$ cat src/rtl/keypad_matrix_scan.sv
// keypad_matrix_scan
//   Scans a 4x4 membrane keypad one column at a time, assembles a 16-bit
//   snapshot per scan frame, debounces it over DB_FRAMES identical frames
//   and presents a one-hot key code (bit = col*4 + row).
//
// Ports
//   clk        system clock
//   rst_n      asynchronous active-low reset
//   row_n[3:0] keypad rows, active-low, asynchronous to clk
//   col_n[3:0] column drive, active-low, exactly one bit low
//   onehot     debounced key code, 0 = no key or multiple keys
//   key_valid  one-cycle pulse when onehot takes a new nonzero value
module keypad_matrix_scan #(
  parameter int SCAN_DIV  = 50000,  // clocks per column dwell, >= 4
  parameter int DB_FRAMES = 4       // identical frames to accept, >= 2
) (
  input  logic        clk,
  input  logic        rst_n,
  input  logic [3:0]  row_n,
  output logic [3:0]  col_n,
  output logic [15:0] onehot,
  output logic        key_valid
);

  localparam int DW     = $clog2(SCAN_DIV);
  localparam int CW     = $clog2(DB_FRAMES);
  localparam int STAGES = 1;
  localparam logic [DW-1:0] DWELL_LAST = DW'(SCAN_DIV - 1);
  localparam logic [CW-1:0] CNT_MAX    = CW'(DB_FRAMES - 1);

  logic [3:0]        row_meta, row_sync;
  logic [DW-1:0]     dwell;
  logic [1:0]        col;
  logic [15:0]       acc, snap, prev;
  logic [CW-1:0]     stable_cnt, cnt_next;
  logic [STAGES:0]   vld_pipe;   // [0]: load snapshot, [1]: debounce eval
  logic              accept;
  logic              sample, frame_end;
  logic [15:0]       cand;

  // Two-flop synchronizer; idles high like the pulled-up rows.
  always_ff @(posedge clk or negedge rst_n) begin
    if (!rst_n) begin
      row_meta <= 4'b1111;
      row_sync <= 4'b1111;
    end else begin
      row_meta <= row_n;
      row_sync <= row_meta;
    end
  end

  assign sample    = (dwell == DWELL_LAST);
  assign frame_end = sample && (col == 2'd3);
  assign col_n     = ~(4'b0001 << col);

  // Column scan and frame accumulation. Rows are sampled at the end of the
  // dwell so the synchronizer has settled on the current column's rows.
  always_ff @(posedge clk or negedge rst_n) begin
    if (!rst_n) begin
      dwell <= '0;
      col   <= '0;
      acc   <= '0;
    end else begin
      if (sample) begin
        dwell              <= '0;
        col                <= col + 2'd1;
        acc[col*4 +: 4]    <= ~row_sync;
      end else begin
        dwell <= dwell + DW'(1);
      end
    end
  end

  // Frame-level pipeline: snapshot, then debounce evaluation.
  always_ff @(posedge clk or negedge rst_n) begin
    if (!rst_n) vld_pipe <= '0;
    else        vld_pipe <= {vld_pipe[STAGES-1:0], frame_end};
  end

  always_comb begin
    cnt_next = stable_cnt;
    if (snap == prev) begin
      if (stable_cnt != CNT_MAX) cnt_next = stable_cnt + CW'(1);
    end else begin
      cnt_next = '0;
    end
  end

  always_ff @(posedge clk or negedge rst_n) begin
    if (!rst_n) begin
      snap       <= '0;
      prev       <= '0;
      stable_cnt <= '0;
      accept     <= 1'b0;
    end else begin
      accept <= 1'b0;
      if (vld_pipe[0]) snap <= acc;
      if (vld_pipe[1]) begin
        stable_cnt <= cnt_next;
        prev       <= snap;
        accept     <= (cnt_next == CNT_MAX);
      end
    end
  end

  // Only a single pressed key yields a code; ghosting/multi-key gives 0.
  assign cand = ($countones(snap) == 1) ? snap : 16'h0000;

  // Re-acceptance of an unchanged value leaves onehot alone and does not
  // pulse; a change to zero updates onehot silently.
  always_ff @(posedge clk or negedge rst_n) begin
    if (!rst_n) begin
      onehot    <= '0;
      key_valid <= 1'b0;
    end else begin
      key_valid <= 1'b0;
      if (accept) begin
        onehot    <= cand;
        key_valid <= (cand != 16'h0000) && (cand != onehot);
      end
    end
  end

endmodule

$ cat config.mk
export PLATFORM = sky130hd
export DESIGN_NAME = keypad_matrix_scan
export DESIGN_NICKNAME = d
export VERILOG_FILES = /design/src/rtl/keypad_matrix_scan.sv
export SDC_FILE = /design/constraint.sdc
export NUM_CORES = 1
export LEC_CHECK = 0
export CAP_MARGIN = 30
export CORE_MARGIN = 5
export CORE_UTILIZATION = 40
export CTS_CLUSTER_SIZE = 14
export DETAILED_ROUTE_END_ITERATION = 6
export PLACE_DENSITY = 0.54
export SETUP_SLACK_MARGIN = 0.4
export SYNTH_ARGS = -nofsm -noshare
export SYNTH_HDL_FRONTEND = slang
export SYNTH_SLANG_ARGS = --single-unit
$ cat constraint.sdc
create_clock -name clk -period 9.15 [get_ports clk]
set_input_delay 1.83 -clock clk [delete_from_list [all_inputs] [get_ports clk]]
set_output_delay 1.83 -clock clk [all_outputs]
set_load 0.05 [all_outputs]
======== Word-level counts from Yosys, hierarchy flattened ========
Index checks and enable logic that the tools add are counted.
Widths: inputs -> output; s select.
storage, ports and cells
  flip-flop bits (word level) ............. 96
  output and inout port bits .............. 21
  input port bits ......................... 6
cells by class
  reduce and logical (&&, ||, !) cells .... 3
  bitwise operators ....................... 2
  muxes and demuxes ....................... 7
  equal/unequal tests ..................... 7
  shifts and indexed selects .............. 3
  add/sub/neg operators ................... 19
operators with widths
  cell                     number
  $neg 4->34               1
  $shift 4x34->16 const A  1
  $shiftx 4x34->16         1
  $mux 16                  2
  $add 1x1->2              8
  $add 16x1->16 const B    1
  $bwmux 16                1
  $eq 16x16->1             1
  $eq 16x16->1 const B     1
  $ne 16x16->1             1
  $reduce_bool 16->1       1
  $add 2x2->3              4
  $add 3x3->4              2
  $not 4->4                2
  $add 4x4->5              1
  $eq 5x1->1 const B       1
  $add 2x1->2 const B      2
  $eq 2x2->1 const B       2
  $mux 2                   2
  $shl 1x2->4 const A      1
  $logic_and 1x1->1        2
  $mux 1                   2
  $ne 2x2->1 const B       1

======== Depth between registers and ports, before layout ========
  word-level depth ........................ 9
  depth in mapped cells ................... 18
  depth with buffers taken out ............ 16

======== Worst setup path after synthesis ========
OpenSTA, ideal clock, no wires.
  path type ............................... reg2reg
  start ................................... reg snap[5]
  end ..................................... reg key_valid
  period minus slack after synthesis ...... 4710 ps
  cell stages (with the launch flop) ...... 18
  arrival ................................. 4573 ps
  buffers on the path ..................... 1
  required time ........................... 9013 ps
  slack ................................... 4440 ps
  cell sequence ........................... dfrtp_1 > inv_1 > fa_1 > inv_1 > fa_1 > fa_1 > inv_1 > fa_1 > inv_1 > ha_1 > fa_1 > or4b_4 > a21oi_4 > and2_1 > buf_6 > a21oi_2 > a2111oi_4 > a31oi_1
between the ends
  word-level cells in the longest chain between the ends .. 9
  elaborated cells between the ends (all ways) .. 10
ends and longest elaborated chain
  what                                                       line  RTL
  from (decl)                                                34    logic [15:0] acc, snap, prev;
  from (signal assigned)                                     91    snap <= '0;
  from (signal assigned)                                     97    if (vld_pipe[0]) snap <= acc;
  $add 1x1->2 (not written as such)                          107   assign cand = ($countones(snap) == 1) ? snap : 16'h0000;
  $add 2x2->3 (not written as such)                          107
  $add 3x3->4 (not written as such)                          107
  $add 4x4->5 (not written as such)                          107
  $eq 5x1->1                                                 107
  $mux 16 *                                                  107
  $ne 16x16->1 / $reduce_bool 16->1 (equally long branches)  119   key_valid <= (cand != 16'h0000) && (cand != onehot);
  $logic_and 1x1->1 *                                        119
  $mux 1 *                                                   117   if (accept) begin
  to (signal assigned)                                       119
  to (decl)                                                  22    output logic key_valid
Mark *: on every way between the ends. The rest lies on a longest branch, timed or not.
A chain may end at the register's enable or synchronous reset.

======== Final worst setup path ========
Ends and elaborated chain as after synthesis.

==> results.cfg <==
[outcome]
status = completed

[sta]
period_share_pct = 60.7
finalSetupViolations = 0
hold_viol = 0
timing.final.ws_setup_ns = 3.59
finalClockSkew_ns = 0.00583
max_slew_margin_pct = 40.8
rsz0062_at_grt = no
slew_viol_final = 0
worst_pin_slew_ns = 0.889
fmax_ghz = 0.180
finalSetupTns_ns = 0
min_period_ns = 5.56

[synthesis]
synth-seq-area-share_pct = 51.2
ys_warn_count = 0
ys_top_cells_by_count = dfrtp_1, inv_1, nand2_1
syn_inst = 440
syn_area_um2 = 4710
ys_types = 38
synth-edff-count = 0
ys_seq_elements = 96
syn-num-nets = 467
avgSynthCellArea_um2 = 10.7
ys.flop_type = dfrtp_1
yosys.cell_count.top_type = dfrtp_1
synth_area_leader_cell = dfrtp_1
synth_top_cell_area_share_pct = 46.8
synth-async-reset-ratio_pct = 100
synth.area.top_cells = dfrtp_1, mux2_2, xnor2_1, dfstp_2, fa_1

[floorplan]
die_h_um = 119
dieArea_um2 = 14000
initial_utilization_pct = 41.1
die_x_um = 119
rows = 39
core-area_um2 = 11500
io_pins = 27

[setup_path]
worstSetupPathType = flop to flop
path_max_fanout = 25
cp.arrival_ns = 5.77
cp.required_ns = 9.37
worst_setup_path_end_kind = flop
cp-start-kind = flop

[cts]
tritoncts = yes
worst_skew_pair.late_latency_ns = 0.35
h-tree-depth = 3
cts_sinks = 96
cts_buffers = 9
post_cts_resized = 0
clkTransAtPathRegs_ns = 0.06
hold_buffers = 0
postCtsSetupBuffers = 0
clock_path_buffers = 2
cts-root-buf = clkbuf_16

[pwr]
power_w = 0.000849
vdd_drop_max_v = 0.000130
powerDensity_nw_per_um2 = 157
p_leak_nw = 2.36

[global_routing]
grt_max_degree = 56
grt_pass1_wl_mm = 15.9
grt-ovfl-total = 0
grt_use_total_pct = 14.1
grt_pass1_vias = 3011
antenna_found_initial = 0

[hold_path]
hp-class = flop to flop

[drt]
dr.pass1.iters = 4
drc = 0
detail_route.iter0.violations = 186
vias_per_cell = 5.19
wire_per_inst_um = 15.5
ant_nets = 0
wl_mm = 9.40
vias = 3153

[layout]
syn_to_final_growth_pct = 14.6
n_antenna_cell = 0
drive_above_1_share_pct = 12.7
final_util_pct = 47.1
fin_nets = 486

[place]
port_buffers = 26
place_ws_ns = 3.62
gp_congestion = 0.853
dp_hpwl_mm = 6.90

[flow_run]
maxCapViolCount = 0
[worst max-delay path, cell delays in order (launching register included)]
cell and delay (ns):
dfrtp_1 0.44, inv_1 0.13, fa_1 0.55, inv_1 0.05, fa_1 0.46, fa_1 0.51
inv_1 0.05, fa_1 0.48, inv_1 0.04, ha_1 0.19, fa_1 0.44, or4b_4 0.54
a21oi_4 0.18, and2_1 0.71, a21oi_1 0.23, a2111oi_4 0.31, a31oi_1 0.11
[cells in the final DEF, fill, tap and decap left out, types with 9 or more instances in the layout]
master,netlist,layout
dfrtp_1,88,88
inv_1,48,48
nand2_1,41,41
nand3_1,35,35
xnor2_1,32,32
o21ai_0,31,31
mux2_2,25,25
clkdlybuf4s50_1,0,25
o31ai_1,16,16
nor2_1,13,13
ha_1,11,11
fa_1,10,10
clkbuf_16,0,9
[state kept, by name (all words and copies together) (netlist names)]
register / count
snap: 16
stable_cnt: 2
col: 2
row_sync: 4
acc: 16
vld_pipe: 2
accept: 1
row_meta: 4
prev: 16
onehot: 16
dwell: 16
key_valid: 1
[stage by stage]
step | instances | instance area (um^2) | hold WS [ns]
final | 607 | 5400 | 0.356
after global routing | 607 | 5400 | 0.358
after CTS | 607 | 5400 | 0.357
after detailed placement | 591 | 5070 | 0.347
after global placement | 591 | 5070 | 0.346
after floorplan | 440 | 4710 | 0.345
[per-layer routing]
metal,track usage [%],routed length [um],vias to the layer above
li1,-,-,1528
met1,20.6,4630,1549
met2,19.8,4150,64
met3,3.39,404,12
met4,6.52,210,0
met5,0,0,-
[cell families after synthesis]
group / share of synthesized area (%)
AOI/OAI and AO/OA: 10.2
xor gates and xnor gates: 7.07
adders and majority gates: 7.17
buffers and inverters: 5.71
DFF: 51.2
muxes: 5.98
and+or+nand+nor: 12.6
[cell type report]
cell class,count,area (um^2)
inverter,48,180
sequential,96,2410
fill,1058,6070
tap,143,179
clock inverter,7,101
multi-input combinational,276,2030
clock buffer,9,225
timing repair buffer,28,273
[path summary, 6_finish.rpt]
kind	cells past startpoint	slack, ns	from	to
setup reg to reg	16	3.59	snap[5]	key_valid
min in group asynchronous	1	1.45	rst_n	onehot[14]
setup / recovery	16	3.59	snap[5]	key_valid
hold / removal	0	0.36	row_meta[3]	row_sync[3]
hold reg to reg	0	0.36	row_meta[3]	row_sync[3]
max in group asynchronous	2	6.64	rst_n	prev[0]
[power breakdown]
part / switching, W / leakage, nW / internal, W
Combinational: 0.00000794 / 0.899 / 0.00000202
Sequential: 0.00000156 / 1.30 / 0.000427
Clock: 0.000167 / 0.158 / 0.000243
Power figures use the tool's default switching activity.
